### src/rtl/rx_frame_filter.sv
// Hunts for a sync byte, buffers one address/length/payload frame and forwards it downstream only
// when its XOR checksum matches. Bad, oversize and stalled frames are dropped and counted.
module rx_frame_filter #(
  parameter logic [7:0]  SYNC        = 8'hAA,
  parameter int unsigned MAX_LEN     = 64,
  parameter int unsigned TIMEOUT_CYC = 100000
) (
  input  logic       clk,
  input  logic       n_rst,
  input  logic [7:0] in_data,
  input  logic       in_valid,
  output logic       in_ready,
  output logic [7:0] out_data,
  output logic       out_valid,
  input  logic       out_ready,
  output logic       out_last,
  output logic       err_pulse,
  output logic [7:0] err_cnt,
  output logic       busy
);

  localparam int unsigned IdxW    = (MAX_LEN > 1) ? $clog2(MAX_LEN) : 1;
  localparam int unsigned TmoW    = $clog2(TIMEOUT_CYC + 1);
  localparam logic [TmoW-1:0] TmoLast = TmoW'(TIMEOUT_CYC - 1);
  localparam logic [7:0]      MaxLen  = 8'(MAX_LEN);

  typedef enum logic [2:0] {StHunt, StAddr, StLen, StPayload, StCsum, StFwd} state_e;

  state_e          state;
  logic [7:0]      addr, len, csum, idx;
  logic [TmoW-1:0] tmo;
  logic [8:0]      out_pos;  // 0 = addr, 1 = len, 2.. = payload
  logic [7:0]      buffer [MAX_LEN];

  logic            accept, out_fire, in_frame;
  logic            len_bad, tmo_hit, frame_err;
  logic [IdxW-1:0] wr_idx, rd_idx;
  logic [7:0]      next_byte;

  assign in_ready  = (state != StFwd);
  assign busy      = (state != StHunt);
  assign accept    = in_valid && in_ready;
  assign out_fire  = out_valid && out_ready;
  assign in_frame  = state inside {StAddr, StLen, StPayload, StCsum};
  assign len_bad   = (in_data == 8'd0) || (in_data > MaxLen);
  // An accepted byte always beats the timeout in the same cycle.
  assign tmo_hit   = in_frame && !accept && (tmo == TmoLast);
  assign frame_err = tmo_hit
                  || (accept && (state == StLen) && len_bad)
                  || (accept && (state == StCsum) && (in_data != csum));

  assign wr_idx    = IdxW'(idx);
  assign rd_idx    = IdxW'(out_pos - 9'd1);
  assign next_byte = (out_pos == 9'd0) ? len : buffer[rd_idx];

  always_ff @(posedge clk) begin
    if (accept && (state == StPayload)) begin
      buffer[wr_idx] <= in_data;
    end
  end

  always_ff @(posedge clk) begin
    if (!n_rst) begin
      state     <= StHunt;
      addr      <= '0;
      len       <= '0;
      csum      <= '0;
      idx       <= '0;
      tmo       <= '0;
      out_pos   <= '0;
      out_data  <= '0;
      out_valid <= 1'b0;
      out_last  <= 1'b0;
      err_pulse <= 1'b0;
      err_cnt   <= '0;
    end else begin
      err_pulse <= frame_err;
      if (frame_err && (err_cnt != 8'hFF)) begin
        err_cnt <= err_cnt + 8'd1;
      end

      if (!in_frame || accept || tmo_hit) begin
        tmo <= '0;
      end else begin
        tmo <= tmo + TmoW'(1);
      end

      unique case (state)
        StHunt: begin
          if (accept && (in_data == SYNC)) state <= StAddr;
        end
        StAddr: begin
          if (accept) begin
            addr  <= in_data;
            csum  <= in_data;
            state <= StLen;
          end
        end
        StLen: begin
          if (accept) begin
            if (len_bad) begin
              state <= StHunt;
            end else begin
              len   <= in_data;
              csum  <= csum ^ in_data;
              idx   <= '0;
              state <= StPayload;
            end
          end
        end
        StPayload: begin
          if (accept) begin
            csum <= csum ^ in_data;
            idx  <= idx + 8'd1;
            if (idx == len - 8'd1) state <= StCsum;
          end
        end
        StCsum: begin
          if (accept) begin
            if (in_data == csum) begin
              state     <= StFwd;
              out_valid <= 1'b1;
              out_data  <= addr;
              out_last  <= 1'b0;
              out_pos   <= '0;
            end else begin
              state <= StHunt;
            end
          end
        end
        StFwd: begin
          if (out_fire) begin
            if (out_last) begin
              state     <= StHunt;
              out_valid <= 1'b0;
              out_last  <= 1'b0;
            end else begin
              out_data <= next_byte;
              out_last <= (out_pos == {1'b0, len});
              out_pos  <= out_pos + 9'd1;
            end
          end
        end
        default: state <= StHunt;
      endcase

      if (tmo_hit) state <= StHunt;
    end
  end

endmodule

### config.mk
export PLATFORM = sky130hd
export DESIGN_NAME = rx_frame_filter
export DESIGN_NICKNAME = d
export VERILOG_FILES = /design/src/rtl/rx_frame_filter.sv
export SDC_FILE = /design/constraint.sdc
export NUM_CORES = 1
export LEC_CHECK = 0
export CAP_MARGIN = 20
export CORE_ASPECT_RATIO = 2
export CORE_MARGIN = 2
export CORE_UTILIZATION = 35
export DETAILED_ROUTE_END_ITERATION = 12
export GPL_TIMING_DRIVEN = 0
export REMOVE_ABC_BUFFERS = 1
export SYNTH_ARGS = -nofsm -noshare
export SYNTH_HDL_FRONTEND = slang
export SYNTH_SLANG_ARGS = --single-unit
### constraint.sdc
create_clock -name clk -period 8 [get_ports clk]
set_input_delay 0.8 -clock clk [delete_from_list [all_inputs] [get_ports clk]]
set_output_delay 0.8 -clock clk [all_outputs]
set_load 0.1 [all_outputs]
=== Word-level counts from Yosys, hierarchy flattened ===
Memory sizes are Yosys's and may differ from the RTL's.
Cells that the tools add are included.

* Output and inout port bits: 21
* Memory bits (writable): 512
* Memories kept: 1
* Flip-flop bits (word level): 80

{| class="wikitable"
|+ Memory list
! memory !! words !! bits a word !! read ports !! clocked after Yosys merged registers in !! write ports !! line !! RTL
|-
| buffer || 64 || 8 || 1 || 0 || 1 || 33 || <nowiki>logic [7:0] buffer [MAX_LEN];</nowiki>
|}

* Muxes and demuxes: 43
* Bitwise operators: 3
* Reductions and logical operators: 36
* Order comparisons: 1
* Eq/ne operators: 24
* Add/sub/neg operators: 6

{| class="wikitable"
|+ Operators with widths
! kind !! number
|-
| 2-to-1 mux 8 bit || 12
|-
| 2-to-1 mux 9 bit || 4
|-
| one-hot mux 8 bit (2 select lines) || 2
|-
| 2-to-1 mux 3 bit || 9
|-
| one-hot mux 8 bit (3 select lines) || 1
|-
| != test 2 bit (second input constant) || 9
|-
| one-hot mux 3 bit (6 select lines) || 1
|-
| one-hot mux 9 bit (2 select lines) || 1
|-
| adder 17 x 1 -> 17 bit (second input constant) || 1
|-
| == test 17 bit (second input constant) || 1
|-
| adder 8 x 1 -> 8 bit (second input constant) || 2
|-
| == test 8 bit || 2
|-
| AND reduction 5 bit || 3
|-
| logical AND 1 bit || 11
|-
| 2-to-1 mux 1 bit || 10
|-
| adder 9 x 1 -> 9 bit (second input constant) || 1
|-
| == test 9 x 8 -> 1 bit || 1
|-
| zero test 9 bit || 1
|-
| == test 8 bit (second input constant) || 1
|-
| greater-than comparator 8 x 7 -> 1 bit (second input constant) || 1
|-
| zero test 8 bit || 1
|-
| != test 8 bit || 1
|-
| != test 8 bit (second input constant) || 1
|-
| AND reduction 4 bit || 2
|-
| 21 further kinds || 34
|}

=== Longest topological paths before layout ===
Gate-level depths: netlist of run 1.

* Depth in word-level cells: 8
* Depth in mapped cells: 13
* Gate-level depth less buffers: 8

=== Least setup slack after synthesis of run 1 ===
No wires, ideal clock.

* Path kind: register -> register
* Start: register out_pos[0]
* End: register out_data[0]
* Library setup time: 0.131 ns
* Stages on the path, launching flop included: 14
* Slack: 4.739 ns
* Required time: 7.869 ns
* Arrival: 3.131 ns
* Cell sequence: dfxtp_1 > buf_2 > buf_2 > inv_1 > clkbuf_1 > ha_1 > buf_2 > xor2_1 > buf_4 > mux4_2 > mux2i_1 > o221ai_1 > o211ai_1 > o211ai_1

* Word-level cells in the longest chain between the ends: 6

{| class="wikitable"
|+ RTL lines
! item !! line !! RTL
|-
| from (decl) || 32 || <nowiki>logic [8:0] out_pos;</nowiki>
|-
| from (signal assigned) || 140 || <nowiki>out_pos <= out_pos + 9'd1;</nowiki>
|-
| subtractor 6 x 1 -> 6 bit || 53 || <nowiki>assign rd_idx = IdxW'(out_pos - 9'd1);</nowiki>
|-
| memory (64 x 8 bit) || - ||
|-
| 2-to-1 mux 8 bit (*) || 54 || <nowiki>assign next_byte = (out_pos == 9'd0) ? len : buffer[rd_idx];</nowiki>
|-
| 2-to-1 mux 8 bit (*) || 133 || <nowiki>if (out_last) begin</nowiki>
|-
| 2-to-1 mux 8 bit (*) || 132 || <nowiki>if (out_fire) begin</nowiki>
|-
| one-hot mux 8 bit (2 select lines) (*) || 88 || <nowiki>unique case (state)</nowiki>
|-
| to (signal assigned) || 123 || <nowiki>out_data <= addr;</nowiki>
|-
| to (signal assigned) || 138 || <nowiki>out_data <= next_byte;</nowiki>
|-
| to (decl) || 13 || <nowiki>output logic [7:0] out_data,</nowiki>
|}

Mark *: on every way between the ends. The rest lies on a longest branch, timed or not. The select of a mux whose other input is x is not followed.
A chain may end at the register's enable or synchronous reset.

=== Final worst setup path of run 1 ===
* Start: register out_pos[0]
* End: register out_data[3]

The elaborated chain is that of the path after synthesis.

==> summary.md, run 1 <==
| Metric | Value |
|---|---|
| DRC errors left | 0 |
| Height of the die | 379 um |
| Ordered list of cells on the worst path | buf_16 > inv_1 > ha_4 > buf_16 > buf_16 > mux4_2 > mux2i_1 > o22ai_1 > nor4_1 > o211ai_1 |
| Post-synthesis instance area | 0.0246 mm2 |
| Share of cells above drive strength 1 | 16.5% |
| Final hold vios | 0 |
| Sink Count | 592 |
| Worst EP arrival | 5.26 ns |
| Count of buffering cells on the critical path with inverters included | 4 |
| Minimum setup slack after placement | 3.12 ns |
| Skew final | 0.0151 ns |
| Io pins | 33 |
| Sequential area share after synthesis | 69.0% |
| HPWL reported at the end of detailed placement | 38500 um |
| Reg2Reg Launch Point | out_pos[0] |
| Endpoint, Worst Hold | tmo[0] |
| Number of cell rows | 137 |
| Top_reg_cell synth | edfxtp_1 |
| Total Power | 6.01 mW |
| Most used cell, CP | buf_16 |
| DRC marker count from the first detailed-route iteration | 849 |
| Synth warn | 0 |
| Clock tree from TritonCTS | yes |
| R2R depth | 10 |
| Cell count of the worst hold path | 1 |
| First-pass GRT wire length | 85000 um |
| Routed Wire Length | 56600 um |
| Congestion Overflow GR | 0 |
| Hold Buf Count CTS | 0 |
| Worst IR drop on VDD | 0.193 mV |
| Run status | completed |
| Cell with the most instances after synthesis | edfxtp_1 |
| Largest stage delay on the critical path | 0.75 ns |
| Horizontal extent of the die | 191 um |
| Effective utilization at floorplan | 35.3% |
| Main area contributors after synthesis | edfxtp_1, mux4_2, dfxtp_1 |
| Global-route usage over all layers | 15.8% |
| Pwr/cell area | 217 mW/mm2 |
| Number of buffers on the longest clock path | 3 |
| CTS Buf Count | 48 |
| Net count, final | 1532 |
| Peak clock frequency supported by timing | 208 MHz |
| Total of endpoints with negative setup slack in the final report | 0 |
| Die outline area | 0.0725 mm2 |
| Unrepaired setup endpoints after global routing | false |
| Data required time of the worst path | 8.46 ns |
| Max Transition Viols Final | 0 |
| Layout overhead on the synthesized area | 12.4% |
| Capturing element type of the critical path | register |
| Number of H-tree levels | 2 |
| Min Clock Period, post-route | 4.81 ns |
| Number of iterations in the first detailed-routing pass | 7 |
| Flop-to-flop setup slack | 3.19 ns |
| Path type of the worst setup path | reg2reg |
| Async set-reset flop share out of synthesis | 0% |
| Detail-routed net length per standard cell | 23.0 um |
| Critical path startpoint category | register |
| Core footprint | 0.0696 mm2 |
| Total placed instance area | 0.0261 mm2 |
| Worst hold path startpoint | tmo[0] |
| Cell area after layout | 0.0276 mm2 |
| Instance count of the mapped netlist | 1501 |
| Worst slew margin | 34.3% |
| Fin crit share | 60.1% |
| Maximum fanout encountered on the critical timing path | 58 |
| Static power due to leakage | 8.60 nW |
| Synth top area share | 62.5% |
| Vias in the first global route | 13953 |
| Slack of the critical path | 3.19 ns |
| Count of maximum capacitance violations | 0 |
| Actual slew at the worst max-slew pin | 0.982 ns |
| Average cell area after synthesis | 16.4 um2 |
| Number of distinct standard cells referenced by the synthesized netlist | 66 |
| Endpoint of the worst-slack reg-to-reg timing path | out_data[3] |
| Antenna Diode Count | 0 |
| Post-cts repair resize count | 0 |
| Post-route antenna net violation count | 0 |
| Worst min-delay path category | reg2reg |
| Skew-Pair Late Insertion Delay | 0.59 ns |
| List of most frequent post-synthesis cells | edfxtp_1, mux4_2, nor2_1, nand2_1, dfxtp_1 |
| Count of port buffers added during placement | 32 |
| Critical path's slowest cell | dfxtp_4 |
| EDFF count, synth | 512 |
| Largest net degree at the start of global routing | 59 |
| CTS Root Cell | clkbuf_16 |
| Area leader, netlist | edfxtp_1 |
| Number of antenna violations at the first check in global routing | 2 |
| Mean number of vias per cell | 5.39 |
| Largest delay share family, worst path | buffers and inverters |
| Clk slew on worst S/H paths | 0.07 ns |
| Via count | 13233 |
| Number of flip-flops and latches in the synthesized netlist | 592 |
| Placer Congestion | 0.845 |
| Post-CTS Repair Setup Buffers | 0 |
## how the worst max path moves through the flow
stage	to	cells after the start	slack, ns	from
final	out_data[3]	10	3.19	out_pos[0]
after global routing	out_data[3]	10	2.95	out_pos[0]
after CTS	out_data[3]	10	3.10	out_pos[0]
after detailed placement	out_data[3]	10	3.12	out_pos[0]
after global placement	out_data[3]	7	-9.13	out_pos[0]
after floorplan	out_data[0]	8	-2.86	out_pos[0]
## placed cells by master, fill, tap and decap left out, types with 11 or more instances in the layout
cell             netlist  layout
edfxtp_1             512     512
nor2_1               128     128
mux4_2               128     128
nand2_1              113     113
dfxtp_1               80      79
mux2i_1               67      67
clkbuf_16              0      49
a21oi_1               38      37
o211ai_1              31      31
xor2_1                31      30
xnor2_1               27      26
o21ai_0               25      25
clkdlybuf4s50_1        0      24
o21a_1                20      20
o22ai_1               19      19
o221ai_1              17      17
and3_1                16      16
nand3_1               16      16
nor4_1                14      14
inv_1                 12      12
clkinv_1               0      12
buf_12                 0      11
## through the flow
| stage | hold slack, ns | std cells | util [%] | setup TNS, ns |
|---|---|---|---|---|
| after floorplan | 0.413 | 1413 | - | -24.52 |
| after global placement | 0.421 | 2348 | 36.8 | -82.36 |
| after detailed placement | 0.431 | 2367 | 37.4 | 0 |
| after CTS | 0.442 | 2457 | 39.7 | 0 |
| after global routing | 0.458 | 2457 | 39.7 | 0 |
| final | 0.440 | 2457 | 39.7 | 0 |
## kinds of logic after synthesis
logic type,count (synthesis),share of synthesized area (%)
flops,592,69.0
xor+xnor,59,2.18
simple gates,359,7.00
compound gates,188,5.19
buf+inv,102,1.84
fa+ha+maj,6,0.305
mux,195,14.5
## worst register-to-register path: cells and delay by family, from the launching register on
kind            cells  cell delay (ns)
flops               1             0.75
mux                 2             0.90
fa+ha+maj           1             0.64
simple gates        1             0.55
compound gates      2             0.40
buf+inv             4             1.42
## power breakdown
part | internal [mW] | total [mW] | leakage [nW] | switching, mW
logic | 0.0640 | 0.208 | 2.58 | 0.144
clock network | 1.32 | 2.41 | 0.773 | 1.09
registers | 3.36 | 3.39 | 5.25 | 0.0257
total | 4.75 | 6.01 | 8.60 | 1.26
## layout make-up
cell class / instances / area [um2]
clock inverter: 34 / 325
sequential: 592 / 17000
fill: 6329 / 42000
clock buffer: 56 / 1250
tap: 903 / 1130
timing repair buffer: 51 / 676
multi-input combinational: 807 / 7210
inverter: 14 / 52.6
## state kept, by name, indices dropped and copies added, names as in the netlist
| name | flops |
|---|---|
| len | 8 |
| addr | 8 |
| err_pulse | 1 |
| tmo | 17 |
| out_data | 8 |
| out_valid | 1 |
| out_pos | 9 |
| idx | 8 |
| err_cnt | 8 |
| out_last | 1 |
| csum | 8 |
| state | 3 |
| buffer | 512 |
## metal layers
layer	global-route usage, %	vias up	routed length [um]
met1	15.5	6844	18900
met5	0	-	22
met4	9.11	4	3300
met2	31.1	331	32200
met3	2.10	120	2170
li1	-	5934	-
Note: power is estimated with default switching activity, not from simulation.
==> inputs of run 2 (changes only) <==
Clock period 8 ns to 4 ns, I/O delays scaled along.
==> run 2 against run 1 <==
Against the previous run:
- design area increased by 0.34%
- setup slack got worse by 3.1 ns
- sequential share of layout area fell by 0.21 points
- core utilization is 0.13 points higher
- combinational power grew 99%
- worst hold slack worse by 0.15 ns
- clock-buffer cell count did not move
- sequential power up 100%
- die area unchanged
- via count hardly changed
- clock skew down 0.0024 ns
- largest cell class unchanged
- cell count up 0.16%
==> summary.md, run 2 (synthesis results as in run 1) <==
| Metric | Value |
|---|---|
| Run status | completed |
| Clk slew on worst S/H paths | 0.07 ns (about the same) |
| Post-route antenna net violation count | 0 (unchanged) |
| DRC errors left | 0 (unchanged) |
| Number of standard cells in the layout, taps in and fillers out | 2461 (+0.16%) |
| Global-route usage over all layers | 15.9% (+0.11 points) |
| Min Clock Period, post-route | 3.90 ns (-0.911 ns) |
| Effective utilization at floorplan | 35.3% (unchanged) |
| Number of buffers on the longest clock path | 3 (unchanged) |
| Number of flip-flops under the largest register name | 512 (unchanged) |
| Path type of the worst setup path | reg2reg |
| CTS Root Cell | clkbuf_16 |
| Worst hold slack across all endpoints | 0.292 ns (-0.149 ns) |
| Via count | 13243 (+0.076%) |
| HPWL reported at the end of detailed placement | 38500 um (unchanged) |
| DRC marker count from the first detailed-route iteration | 846 (-0.35%) |
| Vias in the first global route | 13971 (+0.13%) |
| Largest net degree at the start of global routing | 59 (unchanged) |
| Io pins | 33 (unchanged) |
| Actual slew at the worst max-slew pin | 1.13 ns (+0.146 ns) |
| Max Transition Viols Final | 0 (unchanged) |
| Number of antenna violations at the first check in global routing | 2 (unchanged) |
| Top register by number of flip-flops | buffer |
| Final total negative setup slack | 0 ns (unchanged) |
| Net count, final | 1536 (+0.26%) |
| Registers with the most flip-flops | buffer: 512 flops, tmo: 17 flops, out_pos: 9 flops |
| Number of iterations in the first detailed-routing pass | 5 (-2) |
| Horizontal extent of the die | 191 um (unchanged) |
| Unrepaired setup endpoints after global routing | false |
| Skew final | 0.0126 ns (-0.00243 ns) |
| Peak clock frequency supported by timing | 257 MHz (+23%) |
| Count of maximum capacitance violations | 0 (unchanged) |
| Number of cell rows | 137 (unchanged) |
| Static power due to leakage | 8.62 nW (+0.21%) |
| Final hold vios | 0 (unchanged) |
| Skew-Pair Late Insertion Delay | 0.59 ns (about the same) |
| Worst IR drop on VDD | 0.386 mV (+100%) |
| Leading cell types in the layout, fill and taps excluded | edfxtp_1, nor2_1, mux4_2 |
| Worst min-delay path category | in2reg |
| Antenna Diode Count | 0 (unchanged) |
| First-pass GRT wire length | 85400 um (+0.55%) |
| Sink Count | 592 (unchanged) |
| Critical path startpoint category | register |
| Layout overhead on the synthesized area | 12.8% |
| Global routing's busiest layer | met2 |
| Data required time of the worst path | 4.22 ns (-4.24 ns) |
| Share of cells above drive strength 1 | 17.2% (+0.73 points) |
| Most common cell after layout, fill and taps aside | edfxtp_1 |
| Met2 usage | 31.3% (+0.29 points) |
| Met1 routing resource usage after global routing | 15.5% (+0.082 points) |
| Maximum fanout encountered on the critical timing path | 20 (-66%) |
| Detail-routed net length per standard cell | 23.2 um (+0.61%) |
| Total of endpoints with negative setup slack in the final report | 0 (unchanged) |
| Routed Wire Length | 57000 um (+0.78%) |
| Fin crit share | 97.4% (+37 points) |
| Core footprint | 0.0696 mm2 (unchanged) |
| Count of port buffers added during placement | 32 (unchanged) |
| Die outline area | 0.0725 mm2 (unchanged) |
| Placer Congestion | 0.845 (unchanged) |
| Clock tree from TritonCTS | yes |
| End-of-flow core utilization | 39.8% (+0.13 points) |
| Worst EP arrival | 4.11 ns (-1.15 ns) |
| CTS Buf Count | 48 (unchanged) |
| Total Power | 12.0 mW (+100%) |
| GRT met3 Usage | 2.12% (+0.018 points) |
| Mean number of vias per cell | 5.38 (about the same) |
| Hold Buf Count CTS | 0 (unchanged) |
| Congestion Overflow GR | 0 (unchanged) |
| Inst Count DP | 2367 (unchanged) |
| Pwr/cell area | 434 mW/mm2 (+99%) |
| Worst slew margin | 24.4% (-9.9 points) |
| Capturing element type of the critical path | register |
| Height of the die | 379 um (unchanged) |
| Number of H-tree levels | 2 (unchanged) |
## run 2: what timing repair did
action                     4_1_cts  5_1_grt
setup endpoints to repair        8        2
pin swaps                        1        0
resized for setup                6        2
setup buffers                    4        0
## run 2: metal layers
layer | vias to the layer above | part of all wire [%]
li1 | 5930 | -
met1 | 6815 | 33
met2 | 366 | 57
met3 | 128 | 3.9
met4 | 4 | 5.8
met5 | - | 0.053
## run 2: final cells by class
class | count | area, um2
clock buffer | 56 | 1250
clock inverter | 34 | 325
fill | 6324 | 41900
inverter | 14 | 56.3
multi-input combinational | 807 | 7250
sequential | 592 | 17000
tap | 903 | 1130
timing repair buffer | 55 | 726
## run 2: worst max-delay path, stage by stage, from the launching register on
cell	delay, ns
dfxtp_1	0.82
inv_2	0.25
nor4_1	0.70
nand3_1	0.78
nor2_1	0.96
## run 2: power by group
group / switching [mW] / internal (mW)
registers: 0.0514 / 6.73
clock network: 2.19 / 2.64
logic: 0.286 / 0.128
## run 2: path summary, 6_finish.rpt
kind	startpoint	end	slack (ns)	cells after the start
max	state[0]	buffer[30][2]	0.10	4
min	in_data[7]	buffer[44][7]	0.29	1
max reg2reg	state[0]	buffer[30][2]	0.10	4
min reg2reg	tmo[0]	tmo[0]	0.44	1
## run 2: stage by stage
step	setup slack (ns)	instance area, um2
2_1_floorplan	-6.86	24200
4_1_cts	0.0754	27700
5_1_grt	0.0103	27700
3_5_place_dp	-0.884	26100
3_3_place_gp	-13.13	25600
6_report	0.102	27700
==> inputs of run 3 (changes only) <==
Settings changed: CELL_PAD_IN_SITES_DETAIL_PLACEMENT set to 0, CELL_PAD_IN_SITES_GLOBAL_PLACEMENT set to 2, PLACE_DENSITY_LB_ADDON set to 0.1.
==> run 3 against run 2 <==
Against the previous run:
- cell count increased by 0.49%
- critical endpoint is now buffer[45][4]
- die area unchanged
- fmax increased by 0.28%
- critical path type unchanged
==> summary.md, run 3 (synthesis results as in run 1) <==
| Metric | Value |
|---|---|
| Run status | completed |
| Mean number of vias per cell | 5.28 (-1.9%) |
| Clk slew on worst S/H paths | 0.07 ns (about the same) |
| Largest stage delay on the critical path | 0.87 ns (-0.09 ns) |
| Number of antenna violations at the first check in global routing | 0 (-2) |
| Peak clock frequency supported by timing | 257 MHz (+0.28%) |
| Final hold vios | 0 (unchanged) |
| Count of port buffers added during placement | 32 (unchanged) |
| Number of iterations in the first detailed-routing pass | 5 (unchanged) |
| Worst IR drop on VDD | 0.298 mV (-23%) |
| Critical path's slowest cell | nor2_1 |
| Most used cell, CP | nor2_1 |
| Number of cell rows | 137 (unchanged) |
| Number of H-tree levels | 2 (unchanged) |
| Horizontal extent of the die | 191 um (unchanged) |
| Pwr/cell area | 440 mW/mm2 (+1.5%) |
| Final total negative setup slack | 0 ns (unchanged) |
| Count of buffering cells on the critical path with inverters included | 0 (-1) |
| Global-route usage over all layers | 18.7% (+2.7 points) |
| Via count | 13056 (-1.4%) |
| Total of endpoints with negative setup slack in the final report | 0 (unchanged) |
| Worst EP arrival | 4.12 ns (about the same) |
| Largest delay share family, worst path | simple AND/OR/NAND/NOR gates |
| Skew-Pair Late Insertion Delay | 0.61 ns (+0.02 ns) |
| Unrepaired setup endpoints after global routing | true |
| First-pass GRT wire length | 96600 um (+13%) |
| Static power due to leakage | 8.69 nW (+0.81%) |
| Routed Wire Length | 66600 um (+17%) |
| Leading cell types in the layout, fill and taps excluded | edfxtp_1, mux4_2, nand2_1 |
| Effective utilization at floorplan | 35.3% (unchanged) |
| Core footprint | 0.0696 mm2 (unchanged) |
| Path type of the worst setup path | reg2reg |
| CTS Buf Count | 54 (+13%) |
| CTS Root Cell | clkbuf_16 |
| DRC marker count from the first detailed-route iteration | 677 (-20%) |
| Skew final | 0.0245 ns (+0.0118 ns) |
| Clock tree from TritonCTS | yes |
| Height of the die | 379 um (unchanged) |
| Antenna Diode Count | 0 (unchanged) |
| Total Power | 12.3 mW (+2.2%) |
| Min Clock Period, post-route | 3.89 ns (-0.0109 ns) |
| Share of cells above drive strength 1 | 18.6% (+1.4 points) |
| Max Transition Viols Final | 0 (unchanged) |
| Registers with the most flip-flops | buffer: 512 flops, tmo: 17 flops, out_pos: 9 flops |
| Capturing element type of the critical path | register |
| Net count, final | 1547 (+0.72%) |
| Layout overhead on the synthesized area | 13.5% |
| DRC errors left | 0 (unchanged) |
| Maximum fanout encountered on the critical timing path | 20 (unchanged) |
| Post-route antenna net violation count | 0 (unchanged) |
| Critical path startpoint category | register |
| Hold Buf Count CTS | 0 (unchanged) |
| Most common cell after layout, fill and taps aside | edfxtp_1 |
| Largest net degree at the start of global routing | 73 (+24%) |
| Placer Congestion | 0.763 (-9.8%) |
| Cell count of the worst hold path | 1 (unchanged) |
| Top register by number of flip-flops | buffer |
| Count of maximum capacitance violations | 0 (unchanged) |
| Sink Count | 592 (unchanged) |
| Number of buffers on the longest clock path | 3 (unchanged) |
| Ordered list of cells on the worst path | nand2b_1 > nor2_1 > and3_1 > nand2_1 > nor2_1 |
| Number of flip-flops under the largest register name | 512 (unchanged) |
| Data required time of the worst path | 4.23 ns (about the same) |
| Congestion Overflow GR | 0 (unchanged) |
| HPWL reported at the end of detailed placement | 43600 um (+13%) |
| Worst min-delay path category | in2reg |
| Vias in the first global route | 13747 (-1.6%) |
| Actual slew at the worst max-slew pin | 1.14 ns (+0.00759 ns) |
| Stages on worst setup path | 5 (+1) |
| Io pins | 33 (unchanged) |
| Worst slew margin | 24.1% (-0.37 points) |
| Detail-routed net length per standard cell | 26.9 um (+16%) |
| Die outline area | 0.0725 mm2 (unchanged) |
| R2R depth | 5 (+1) |
| Fin crit share | 97.2% (-0.27 points) |
-- run 3: changes by cell type in the layout (fill, tap and decap cells not counted), moves of 4 or more --
cell | previous run | this run
buf_4 | 4 | 8
nor2_1 | 128 | 111
nor2_2 | 0 | 17
clkbuf_16 | 49 | 55
clkbuf_1 | 7 | 11
clkinv_2 | 10 | 5
-- run 3: worst reg2reg max path: stages (launching register included) --
cell	delay, ns
dfxtp_1	0.49
nand2b_1	0.49
nor2_1	0.70
and3_1	0.35
nand2_1	0.59
nor2_1	0.88
-- run 3: path summary, 6_finish.rpt --
kind / end / startpoint / slack (ns)
hold / removal: buffer[32][1] / in_data[1] / 0.29
hold reg to reg: tmo[0] / tmo[0] / 0.46
setup reg to reg: buffer[45][4] / state[1] / 0.11
setup / recovery: buffer[45][4] / state[1] / 0.11
-- run 3: area by class of cell --
class | count | area [um2]
Clock buffer | 66 | 1420
Clock inverter | 31 | 267
Fill cell | 6464 | 41700
Inverter | 14 | 56.3
Multi-Input combinational cell | 807 | 7270
Sequential cell | 592 | 17000
Tap cell | 903 | 1130
Timing Repair Buffer | 60 | 785
-- run 3: per-layer routing --
layer	vias up	GRT usage, %	routed length [um]
li1	5966	-	-
met1	6797	20.7	24500
met2	214	36.7	38400
met3	79	1.64	1660
met4	0	6.05	2010
met5	-	0	0
-- run 3: report_power, final --
part           total, mW  internal [mW]  switching (mW)
Clock               5.09           2.73            2.36
Sequential          6.78           6.73          0.0525
Combinational      0.420          0.126           0.294
Total               12.3           9.58            2.70
-- run 3: what timing repair did --
action	4_1_cts	5_1_grt
setup endpoints to repair	136	139
gates resized for setup	11	10
gates cloned	0	0
pin swaps	1	1
buffers inserted	4	4
-- run 3: through the flow --
stage          utilization [%]  hold slack [ns]  std cells  area, um2  setup slack, ns
3_5_place_dp              37.4            0.438       2367      26100           -0.576
4_1_cts                   40.0            0.276       2468      27800           -0.166
2_1_floorplan                -            0.413       1413      24200            -6.86
6_report                  40.1            0.295       2473      27900            0.113
5_1_grt                   40.1            0.326       2473      27900          -0.0919
3_3_place_gp              36.8            0.421       2348      25600           -14.34
